### src/rtl/aes_kx_pkg.sv
// Shared types, constants and helpers for the word-serial AES key-schedule engine.
package aes_kx_pkg;

  localparam logic [1:0] KLEN_128 = 2'b00;
  localparam logic [1:0] KLEN_192 = 2'b01;
  localparam logic [1:0] KLEN_256 = 2'b10;
  localparam logic [1:0] KLEN_RSV = 2'b11;

  typedef enum logic [0:0] {KX_IDLE, KX_GEN} kx_state_e;

  // One output beat as seen by the consumer: {last, round index, round key}
  typedef struct packed {
    logic         last;
    logic [3:0]   idx;
    logic [127:0] rk;
  } rk_beat_t;

  localparam logic [0:255][7:0] SBOX = {
    128'h637c777bf26b6fc53001672bfed7ab76, 128'hca82c97dfa5947f0add4a2af9ca472c0,
    128'hb7fd9326363ff7cc34a5e5f171d83115, 128'h04c723c31896059a071280e2eb27b275,
    128'h09832c1a1b6e5aa0523bd6b329e32f84, 128'h53d100ed20fcb15b6acbbe394a4c58cf,
    128'hd0efaafb434d338545f9027f503c9fa8, 128'h51a3408f929d38f5bcb6da2110fff3d2,
    128'hcd0c13ec5f974417c4a77e3d645d1973, 128'h60814fdc222a908846eeb814de5e0bdb,
    128'he0323a0a4906245cc2d3ac629195e479, 128'he7c8376d8dd54ea96c56f4ea657aae08,
    128'hba78252e1ca6b4c6e8dd741f4bbd8b8a, 128'h703eb5664803f60e613557b986c11d9e,
    128'he1f8981169d98e949b1e87e9ce5528df, 128'h8ca1890dbfe6426841992d0fb054bb16
  };

  function automatic logic [7:0] sbox(input logic [7:0] b);
    return SBOX[b];
  endfunction

  function automatic logic [3:0] nk_of(input logic [1:0] klen);
    case (klen)
      KLEN_192: return 4'd6;
      KLEN_256: return 4'd8;
      default:  return 4'd4;
    endcase
  endfunction

  function automatic logic [3:0] nr_of(input logic [1:0] klen);
    case (klen)
      KLEN_192: return 4'd12;
      KLEN_256: return 4'd14;
      default:  return 4'd10;
    endcase
  endfunction

  // Total schedule words 4*(Nr+1)
  function automatic logic [5:0] words_of(input logic [1:0] klen);
    return {nr_of(klen) + 4'd1, 2'b00};
  endfunction

  function automatic logic [7:0] xtime(input logic [7:0] b);
    return {b[6:0], 1'b0} ^ (b[7] ? 8'h1b : 8'h00);
  endfunction

endpackage

### src/rtl/aes_subword.sv
// SubWord: four forward S-boxes applied bytewise to a 32-bit word.
module aes_subword
  import aes_kx_pkg::*;
(
  input  logic [31:0] din,
  output logic [31:0] dout_c
);

  for (genvar b = 0; b < 4; b++) begin : g_sbox
    assign dout_c[8*b +: 8] = sbox(din[8*b +: 8]);
  end

endmodule

### src/rtl/aes_key_expand_gen.sv
// Word-serial AES-128/192/256 key schedule emitting 128-bit round keys on a
// valid/ready stream with abort/restart and completion/error pulses.
module aes_key_expand_gen
  import aes_kx_pkg::*;
#(
  parameter int unsigned MAX_KEY_BITS = 256,
  parameter int unsigned RK_IDX_W     = 4
) (
  input  logic                clk,
  input  logic                rst_n,
  input  logic                kld,
  input  logic [1:0]          klen,
  input  logic [255:0]        key,
  output logic [127:0]        rk,
  output logic [RK_IDX_W-1:0] rk_idx,
  output logic                rk_valid,
  input  logic                rk_ready,
  output logic                rk_last,
  output logic                busy,
  output logic                done,
  output logic                err
);

  localparam int unsigned MAX_NK = MAX_KEY_BITS / 32;
  localparam int unsigned NK_IW  = $clog2(MAX_NK);

  kx_state_e state_q, state_d;

  logic [31:0]         win_q [MAX_NK];
  logic [31:0]         asm_q [3];
  logic [1:0]          asm_cnt_q;
  logic [5:0]          i_q, wtot_q;
  logic [3:0]          nk_q, nr_q, mod_q;
  logic [7:0]          rcon_q;
  logic [RK_IDX_W-1:0] round_q;

  logic        klen_bad_c, hs_c, last_hs_c, out_free_c, gen_c, key_phase_c;
  logic [31:0] prev_c, sub_in_c, sub_out_c, t_c, new_c;

  assign klen_bad_c  = (klen == KLEN_RSV) || (32'(nk_of(klen)) > MAX_NK);
  assign hs_c        = rk_valid && rk_ready;
  assign last_hs_c   = hs_c && rk_last;
  assign out_free_c  = !rk_valid || rk_ready;
  assign gen_c       = (state_q == KX_GEN) && (i_q < wtot_q) &&
                       !((asm_cnt_q == 2'd3) && !out_free_c);
  assign key_phase_c = i_q < {2'b00, nk_q};

  // Window holds w[i-Nk..i-1] oldest first; during the key phase it rotates the key words.
  assign prev_c   = win_q[NK_IW'(nk_q - 4'd1)];
  assign sub_in_c = (mod_q == 4'd0) ? {prev_c[23:0], prev_c[31:24]} : prev_c;

  aes_subword u_subword (
    .din    (sub_in_c),
    .dout_c (sub_out_c)
  );

  assign t_c   = (mod_q == 4'd0)                      ? (sub_out_c ^ {rcon_q, 24'h0}) :
                 ((nk_q == 4'd8) && (mod_q == 4'd4))  ? sub_out_c : prev_c;
  assign new_c = key_phase_c ? win_q[0] : (win_q[0] ^ t_c);

  always_ff @(posedge clk or negedge rst_n) begin : p_state
    if (!rst_n) state_q <= KX_IDLE;
    else        state_q <= state_d;
  end

  always_comb begin : p_next
    state_d = state_q;
    if (kld)                                    state_d = klen_bad_c ? KX_IDLE : KX_GEN;
    else if ((state_q == KX_GEN) && last_hs_c)  state_d = KX_IDLE;
  end

  always_ff @(posedge clk or negedge rst_n) begin : p_data
    if (!rst_n) begin
      for (int j = 0; j < MAX_NK; j++) win_q[j] <= '0;
      for (int j = 0; j < 3; j++)      asm_q[j] <= '0;
      asm_cnt_q <= '0;
      i_q       <= '0;
      wtot_q    <= '0;
      nk_q      <= '0;
      nr_q      <= '0;
      mod_q     <= '0;
      rcon_q    <= 8'h01;
      round_q   <= '0;
      rk        <= '0;
      rk_idx    <= '0;
      rk_valid  <= 1'b0;
      rk_last   <= 1'b0;
      busy      <= 1'b0;
      done      <= 1'b0;
      err       <= 1'b0;
    end else begin
      busy <= (state_d == KX_GEN);
      err  <= kld && klen_bad_c;
      done <= !kld && last_hs_c;
      if (kld) begin
        // Restart wins over everything, including a handshake in this cycle
        for (int j = 0; j < MAX_NK; j++) win_q[j] <= key[255 - 32*j -: 32];
        for (int j = 0; j < 3; j++)      asm_q[j] <= '0;
        asm_cnt_q <= '0;
        i_q       <= '0;
        wtot_q    <= words_of(klen);
        nk_q      <= nk_of(klen);
        nr_q      <= nr_of(klen);
        mod_q     <= '0;
        rcon_q    <= 8'h01;
        round_q   <= '0;
        rk        <= '0;
        rk_idx    <= '0;
        rk_valid  <= 1'b0;
        rk_last   <= 1'b0;
      end else begin
        if (hs_c) rk_valid <= 1'b0;
        if (gen_c) begin
          for (int j = 0; j < MAX_NK; j++) begin
            if (j == int'(nk_q) - 1) win_q[j] <= new_c;
            else                     win_q[j] <= win_q[NK_IW'((j + 1) % MAX_NK)];
          end
          i_q   <= i_q + 6'd1;
          mod_q <= (mod_q == nk_q - 4'd1) ? 4'd0 : mod_q + 4'd1;
          if (!key_phase_c && (mod_q == 4'd0)) rcon_q <= xtime(rcon_q);
          if (asm_cnt_q == 2'd3) begin
            rk        <= {asm_q[0], asm_q[1], asm_q[2], new_c};
            rk_idx    <= round_q;
            rk_last   <= (round_q == RK_IDX_W'(nr_q));
            rk_valid  <= 1'b1;
            round_q   <= round_q + RK_IDX_W'(1);
            asm_cnt_q <= '0;
          end else begin
            asm_q[asm_cnt_q] <= new_c;
            asm_cnt_q        <= asm_cnt_q + 2'd1;
          end
        end
      end
    end
  end

endmodule

### config.mk
export PLATFORM = sky130hd
export DESIGN_NAME = aes_key_expand_gen
export DESIGN_NICKNAME = d
export VERILOG_FILES = /design/src/rtl/aes_kx_pkg.sv /design/src/rtl/aes_subword.sv /design/src/rtl/aes_key_expand_gen.sv
export SDC_FILE = /design/constraint.sdc
export NUM_CORES = 2
export LEC_CHECK = 0
export CAP_MARGIN = 10
export CORE_ASPECT_RATIO = 1.5
export CORE_MARGIN = 2
export CORE_UTILIZATION = 35
export CTS_CLUSTER_SIZE = 28
export DETAILED_ROUTE_END_ITERATION = 12
export DONT_BUFFER_PORTS = 1
export HOLD_SLACK_MARGIN = 0.06
export PLACE_DENSITY_LB_ADDON = 0.12
export SYNTH_ARGS = -nofsm -noshare
export SYNTH_HDL_FRONTEND = slang
export SYNTH_HIERARCHICAL = 1
export SYNTH_SLANG_ARGS = --single-unit
export TNS_END_PERCENT = 5
### constraint.sdc
create_clock -name clk -period 9.6 [get_ports clk]
set_clock_uncertainty 0.2 [all_clocks]
set_input_delay 1.92 -clock clk [delete_from_list [all_inputs] [get_ports clk]]
set_output_delay 1.92 -clock clk [all_outputs]
set_load 0.005 [all_outputs]
# Word-level counts from Yosys, hierarchy flattened
# Memories as Yosys holds them, arrays and structs flattened.
# Index checks and enable logic that the tools add are counted.
dict set report totals {
  reg_bits 525
  rom_bits 8192
  out_inout_bits 137
  word_cells 164
  memories 4
}
# name words word_bits rd rd_clocked_by_memory_dff write_ports line_no
set memory_table {}
lappend memory_table {{(name not given)} 256 8 1 0 0 aes_kx_pkg.sv:30} ;# return SBOX[b];
lappend memory_table {{(name not given)} 256 8 1 0 0 aes_kx_pkg.sv:30}
lappend memory_table {{(name not given)} 256 8 1 0 0 aes_kx_pkg.sv:30}
lappend memory_table {{(name not given)} 256 8 1 0 0 aes_kx_pkg.sv:30}
dict set report op_classes {
  n_addsub 7
  n_lt_le_gt_ge 10
  n_eq_ne 16
  muxes 65
  bitwise 9
  n_reduce_logical 27
}
# cell n
set op_table {}
lappend op_table {{two-way mux 256 bit} 2}
lappend op_table {{two-way mux 32 bit} 15}
lappend op_table {{two-way mux 128 bit} 3}
lappend op_table {{two-way mux 96 bit} 3}
lappend op_table {{binary-select mux 32 bit (select 3 bit)} 1}
lappend op_table {{bitwise mux 96 bit} 1}
lappend op_table {{two-way mux 8 bit} 11}
lappend op_table {{demux 32 bit (select 2 bit)} 1}
lappend op_table {{XOR 32 bit} 2}
lappend op_table {{two-way mux 4 bit} 10}
lappend op_table {{>= comparator 9 bit (second input constant)} 4}
lappend op_table {{inverter 8 -> 9 bit} 4}
lappend op_table {{logical NOT 32 bit} 1}
lappend op_table {{equality test 4 x 5 -> 1 bit (first input constant)} 4}
lappend op_table {{adder 4 x 1 -> 4 bit (second input constant)} 3}
lappend op_table {{two-way mux 6 bit} 2}
lappend op_table {{logical AND 1 bit} 11}
lappend op_table {{equality test 3 x 5 -> 1 bit (first input constant)} 2}
lappend op_table {{two-way mux 1 bit} 10}
lappend op_table {{equality test 4 bit} 2}
lappend op_table {{one-hot mux 4 bit (2 select lines)} 1}
lappend op_table {{nonzero test 2 bit} 4}
lappend op_table {{XOR 8 x 5 -> 8 bit} 1}
lappend op_table {{adder 6 x 1 -> 6 bit (second input constant)} 1}
lappend op_table {{24 further kinds} 35}

# Longest topological paths before layout
dict set report logic_depth {
  word_depth 18
  ltp_mapped 26
}

# Cells and area by module
# The synthesis kept the hierarchy.
# module n_inst cells_per_inst area_per_inst_um2
set by_module_without_submodules {}
lappend by_module_without_submodules {aes_key_expand_gen 1 2612 25675.9}
lappend by_module_without_submodules {aes_subword 1 2179 13048.8}

# Worst setup path after synthesis
# Ideal clock, no wire load.
dict set report synth_path {
  kind {register -> register}
  startpoint {register nk_q[1]}
  endpoint {register win_q[157] (netlist name)}
  setup_time_ps 147
  arrival_ps 5906
  required_ps 9253
  setup_slack_ps 3347
  stages_incl_launch_ff 24
  n_path_buf 4
  path_cell_list {dfrtp_1 -> buf_2 -> inv_2 -> clkbuf_1 -> ha_1 -> buf_2 -> mux2i_1 -> mux2_2 -> o21ai_0 -> inv_1 -> ha_1 -> and2_1 -> clkbuf_1 -> nor2_1 -> a21oi_1 -> a211oi_1 -> nor3_1 -> o311ai_0 -> xnor2_1 -> a32oi_1 -> nand3_1 -> nor3_1 -> xnor2_1 -> a31oi_1}
}
dict set report synth_via {
  elab_chain_len 17
}
# element line_no
set synth_rtl {}
lappend synth_rtl {{from (decl)} aes_key_expand_gen.sv:33} ;# logic [3:0] nk_q, nr_q, mod_q;
lappend synth_rtl {{from (signal assigned)} aes_key_expand_gen.sv:102} ;# nk_q <= nk_of(klen);
lappend synth_rtl {{subtractor 4 x 1 -> 4 bit (*)} n/a}
lappend synth_rtl {{inverter 3 -> 4 bit (not written as such) (*)} aes_key_expand_gen.sv:49} ;# assign prev_c = win_q[NK_IW'(nk_q - 4'd1)];
lappend synth_rtl {{binary-select mux 32 bit (select 3 bit) (*)} aes_key_expand_gen.sv:49}
lappend synth_rtl {{two-way mux 32 bit (not written as such) (*) (2 in series)} aes_key_expand_gen.sv:49}
lappend synth_rtl {{two-way mux 32 bit (*)} aes_key_expand_gen.sv:50} ;# assign sub_in_c = (mod_q == 4'd0) ? {prev_c[23:0], prev_c[31:24]} : prev_c;
lappend synth_rtl {{via sub_in_c[25]} aes_key_expand_gen.sv:38} ;# logic [31:0] prev_c, sub_in_c, sub_out_c, t_c, new_c;
lappend synth_rtl {{inverter 8 -> 9 bit (not written as such) (*)} aes_kx_pkg.sv:30}
lappend synth_rtl {{memory (256 x 8 bit) (*)} n/a}
lappend synth_rtl {{two-way mux 8 bit (not written as such) (*) (2 in series)} aes_kx_pkg.sv:30}
lappend synth_rtl {{via sub_out_c[29]} aes_key_expand_gen.sv:38}
lappend synth_rtl {{two-way mux 32 bit or XOR 32 bit (tied branches)} {aes_key_expand_gen.sv:58, aes_key_expand_gen.sv:57}}
lappend synth_rtl {{two-way mux 32 bit (*)} aes_key_expand_gen.sv:57} ;# assign t_c = (mod_q == 4'd0) ? (sub_out_c ^ {rcon_q, 24'h0}) :
lappend synth_rtl {{XOR 32 bit (*)} aes_key_expand_gen.sv:59} ;# assign new_c = key_phase_c ? win_q[0] : (win_q[0] ^ t_c);
lappend synth_rtl {{two-way mux 32 bit (*)} aes_key_expand_gen.sv:59}
lappend synth_rtl {{two-way mux 32 bit (*)} aes_key_expand_gen.sv:115} ;# if (j == int'(nk_q) - 1) win_q[j] <= new_c;
lappend synth_rtl {{two-way mux 256 bit (*)} aes_key_expand_gen.sv:113} ;# if (gen_c) begin
lappend synth_rtl {{two-way mux 256 bit (*)} aes_key_expand_gen.sv:95} ;# if (kld) begin
lappend synth_rtl {{to (signal, indexed assignment)} aes_key_expand_gen.sv:116} ;# else win_q[j] <= win_q[NK_IW'((j + 1) % MAX_NK)];
lappend synth_rtl {{to (decl)} aes_key_expand_gen.sv:29} ;# logic [31:0] win_q [MAX_NK];
# The timed path passes the listed nets; every way through them passes the cells marked *. The select of a mux whose other input is x is not followed.
# A chain may end at the register's enable or synchronous reset.

# Final worst setup path
dict set report layout_path {
  startpoint {register nk_q[1]}
  endpoint {register win_q[85] (netlist name)}
}
# The elaborated chain is that of the path after synthesis.

==> results.md <==
- Outcome: complete, but fails checks
- Failing checks: max-slew violations
- CTS tree: built
- Total number of vias: roughly 39000
- Uppermost routed layer: met5
- WL met2: about 90000 um
- Buffers on Ports: 0
- Worst-Margin Slew: ~3.5 ns
- Post-synthesis register bit count: 519
- Clock slew at reported path FFs: about 0.07 ns
- CTS Hold Bufs: 0
- Vias in the first global route: roughly 38000
- Routed wire length: between 150000 and 200000 um
- DRC viols: 0
- Slew Viols, Final: a little over 600
- PostCTS Resize Cnt: 0
- Dpl hpwl: 131000 um
- Crit path arrival time: about 8 ns
- Largest net degree at the start of global routing: around 530
- Post-route ant nets: 0
- Share of cells above drive strength 1: 7.33%
- Max IR drop VDD: 0.173 mV
- Die H: 411 um
- Top-area cell type share of the netlist area: between 30% and 40%
- P&R area growth vs syn: 6.39%
- Post-synth EDFFs: 0
- Async set or reset register ratio after synthesis: 100%
- Post-CTS Setup Repair Bufs: 0
- Final #Nets: around 4800
- Clk root buf: clkbuf_16
- Setup crit start kind: flop
- Num rows: around 150
- Pwr per Cell Area: about 360 nW/um^2
- Via density: 6.49
- Design area: roughly 40000 um^2
- Setup TNS: 0 ns
- Number of max-cap violations: 0
- Die area: approximately 110000 um^2
- Clock latency on the worst-skew pair: 0.62 ns
- Avg WL per Cell: around 31 um
- Worst min path class: reg -> reg
- Ys flop type: dfrtp_1
- Post-synthesis area per instance: slightly above 8 um^2
- LEAKAGE: approximately 16 nW
- Seq/Total Area, Yosys: 33.5%
- Metal1 wirelength: just over 70000 um
- First-pass GRT wire length: around 270000 um
- Crit-path max FO: 30
- Crit share post-route: roughly 81%
- Post-layout util: between 30% and 40%
- CTS Buffer Depth: 3
- DIE WIDTH: 276 um
- RSZ-0062 raised after global routing: no
- Worst rel slew slack: -133%
- Routability Congestion: 1.00
- Metal3 WL: 14800 um
- Final setup viols: 0
- Fin crit period: between 7 and 8 ns
- Gate Count Post-Synth: 4791
- Initial core utilization: between 30% and 40%
- Total GRT Usage: 32.0%
- Drt first-iter violations: ~4300
- Required @ worst endpoint: approximately 9.8 ns
- CP Capture Type: flop
- Final Hold Fails: 0
- Core area: 110000 um^2
- Unique cell type count in the Yosys netlist: 89
- Commonest non-fill, non-tap cells in the layout: nand2_1, dfrtp_1, o21ai_0
- Net Count, Synth: just over 5000
- Most common cell after layout, fill and taps aside: nand2_1
- H-tree depth: 2
- Total congestion overflow: 0
- Ports: roughly 400
- Initial antenna violation count: 35
- Max Freq: between 100 and 150 MHz
- Syn. warnings: 6
- Placed inst area: 39500 um^2
- Pre-Repair DR Iteration Count: 6
- Num CTS Buffers: 47
- Main area contributors after synthesis: dfrtp_1, o21ai_0, a21oi_1, nand2_1, mux2i_1
- Synth area leader: dfrtp_1
- CTS Sinks: about 520
- Mapped Area: around 39000 um^2
- Critical path type: reg -> reg
[Yosys cell counts (39+ instances only)]
cell	n
nand2_1	531
a21oi_1	435
xnor2_1	53
clkbuf_1	255
buf_2	184
o31a_1	43
nand3_1	129
a22o_1	107
and3_1	80
ha_1	76
mux4_2	39
nor2b_1	85
a31oi_1	75
o221ai_1	47
mux2i_1	177
o21ai_0	530
dfrtp_1	518
nor3_1	146
o22ai_1	49
nand2b_1	78
nor2_1	317
o311ai_0	43
a211oi_1	139
o211ai_1	53
inv_1	48
[cells by family after synthesis]
logic type | count (synthesis) | share of synthesized area, %
AOI/OAI and AO/OA | 1784 | 29.7
xor gates and xnor gates | 89 | 2.01
adders and majority gates | 76 | 2.46
and+or+nand+nor | 1540 | 18.8
buffers and inverters | 553 | 6.23
DFF | 519 | 33.5
muxes | 230 | 7.25
[layer usage]
metal | vias up | track usage, %
li1 | 17100 | -
met1 | 19100 | 39.2
met2 | 1899 | 52.6
met3 | 506 | 7.09
met4 | 40 | 16.2
met5 | - | 0
[final timing paths]
| kind | to | slack, ns | start | cells after the start |
|---|---|---|---|---|
| worst max-delay path | win_q[85]$_DFFE_PN0P_ | 1.83 | nk_q[1]$_DFFE_PN0P_ | 18 |
| worst min-delay path | rk[44]$_DFFE_PN0P_ | 0.29 | asm_q[12]$_DFFE_PN0P_ | 1 |
| worst max register to register | win_q[85]$_DFFE_PN0P_ | 1.83 | nk_q[1]$_DFFE_PN0P_ | 18 |
| worst min register to register | rk[44]$_DFFE_PN0P_ | 0.29 | asm_q[12]$_DFFE_PN0P_ | 1 |
| max in group asynchronous | win_q[177]$_DFFE_PN0P_ | 5.65 | rst_n | 0 |
| min in group asynchronous | asm_q[72]$_DFFE_PN0P_ | 0.80 | rst_n | 0 |
[state kept, by name, summed over array words and instances (netlist names), 2 cells and up]
| name | cells |
|---|---|
| win_q | 256 |
| nk_q | 3 |
| mod_q | 4 |
| asm_q | 96 |
| asm_cnt_q | 2 |
| round_q | 4 |
| i_q | 6 |
| rk_idx | 4 |
| rcon_q | 8 |
| rk | 128 |
| wtot_q | 3 |
[worst max-delay path, cell delays in order, from the launching register on]
cell	delay, ns
dfrtp_2	0.71
inv_2	0.31
ha_2	0.83
buf_4	0.39
mux4_2	0.28
nand2_1	0.24
nand2_1	0.14
buf_4	0.36
inv_1	0.31
ha_1	0.69
nor2b_1	0.30
o311ai_0	0.96
o211ai_1	0.21
and3_1	0.24
o22ai_1	0.25
nand3_1	0.22
a21oi_1	0.21
xnor2_1	0.45
o221ai_1	0.24
[per-stage QoR]
step | setup WS (ns) | cells | total power, W | hold slack [ns]
2_1_floorplan | 3.35 | 4791 | 0.00896 | 0.261
3_3_place_gp | 2.27 | 5849 | 0.0127 | 0.267
3_5_place_dp | 2.19 | 5849 | 0.0124 | 0.272
4_1_cts | 2.16 | 5934 | 0.0146 | 0.287
5_1_grt | 1.55 | 5944 | 0.0155 | 0.302
6_report | 1.83 | 5948 | 0.0149 | 0.285
[layout make-up]
class | instances | area, um^2
diodes | 14 | 35.0
clock buffers | 62 | 1340
clock inverters | 23 | 347
fillers | 11400 | 68600
inverters | 58 | 223
multi-input cells | 3719 | 23500
flip-flops and latches | 519 | 13000
well taps | 1434 | 1790
repair buffers | 119 | 943
[power by group]
part,total (W),switching [W],internal (W)
registers,0.00263,0.000217,0.00241
clock network,0.00212,0.000933,0.00118
logic,0.0101,0.00713,0.00302
total,0.0149,0.00828,0.00662
Note: power is estimated with default switching activity, not from simulation.
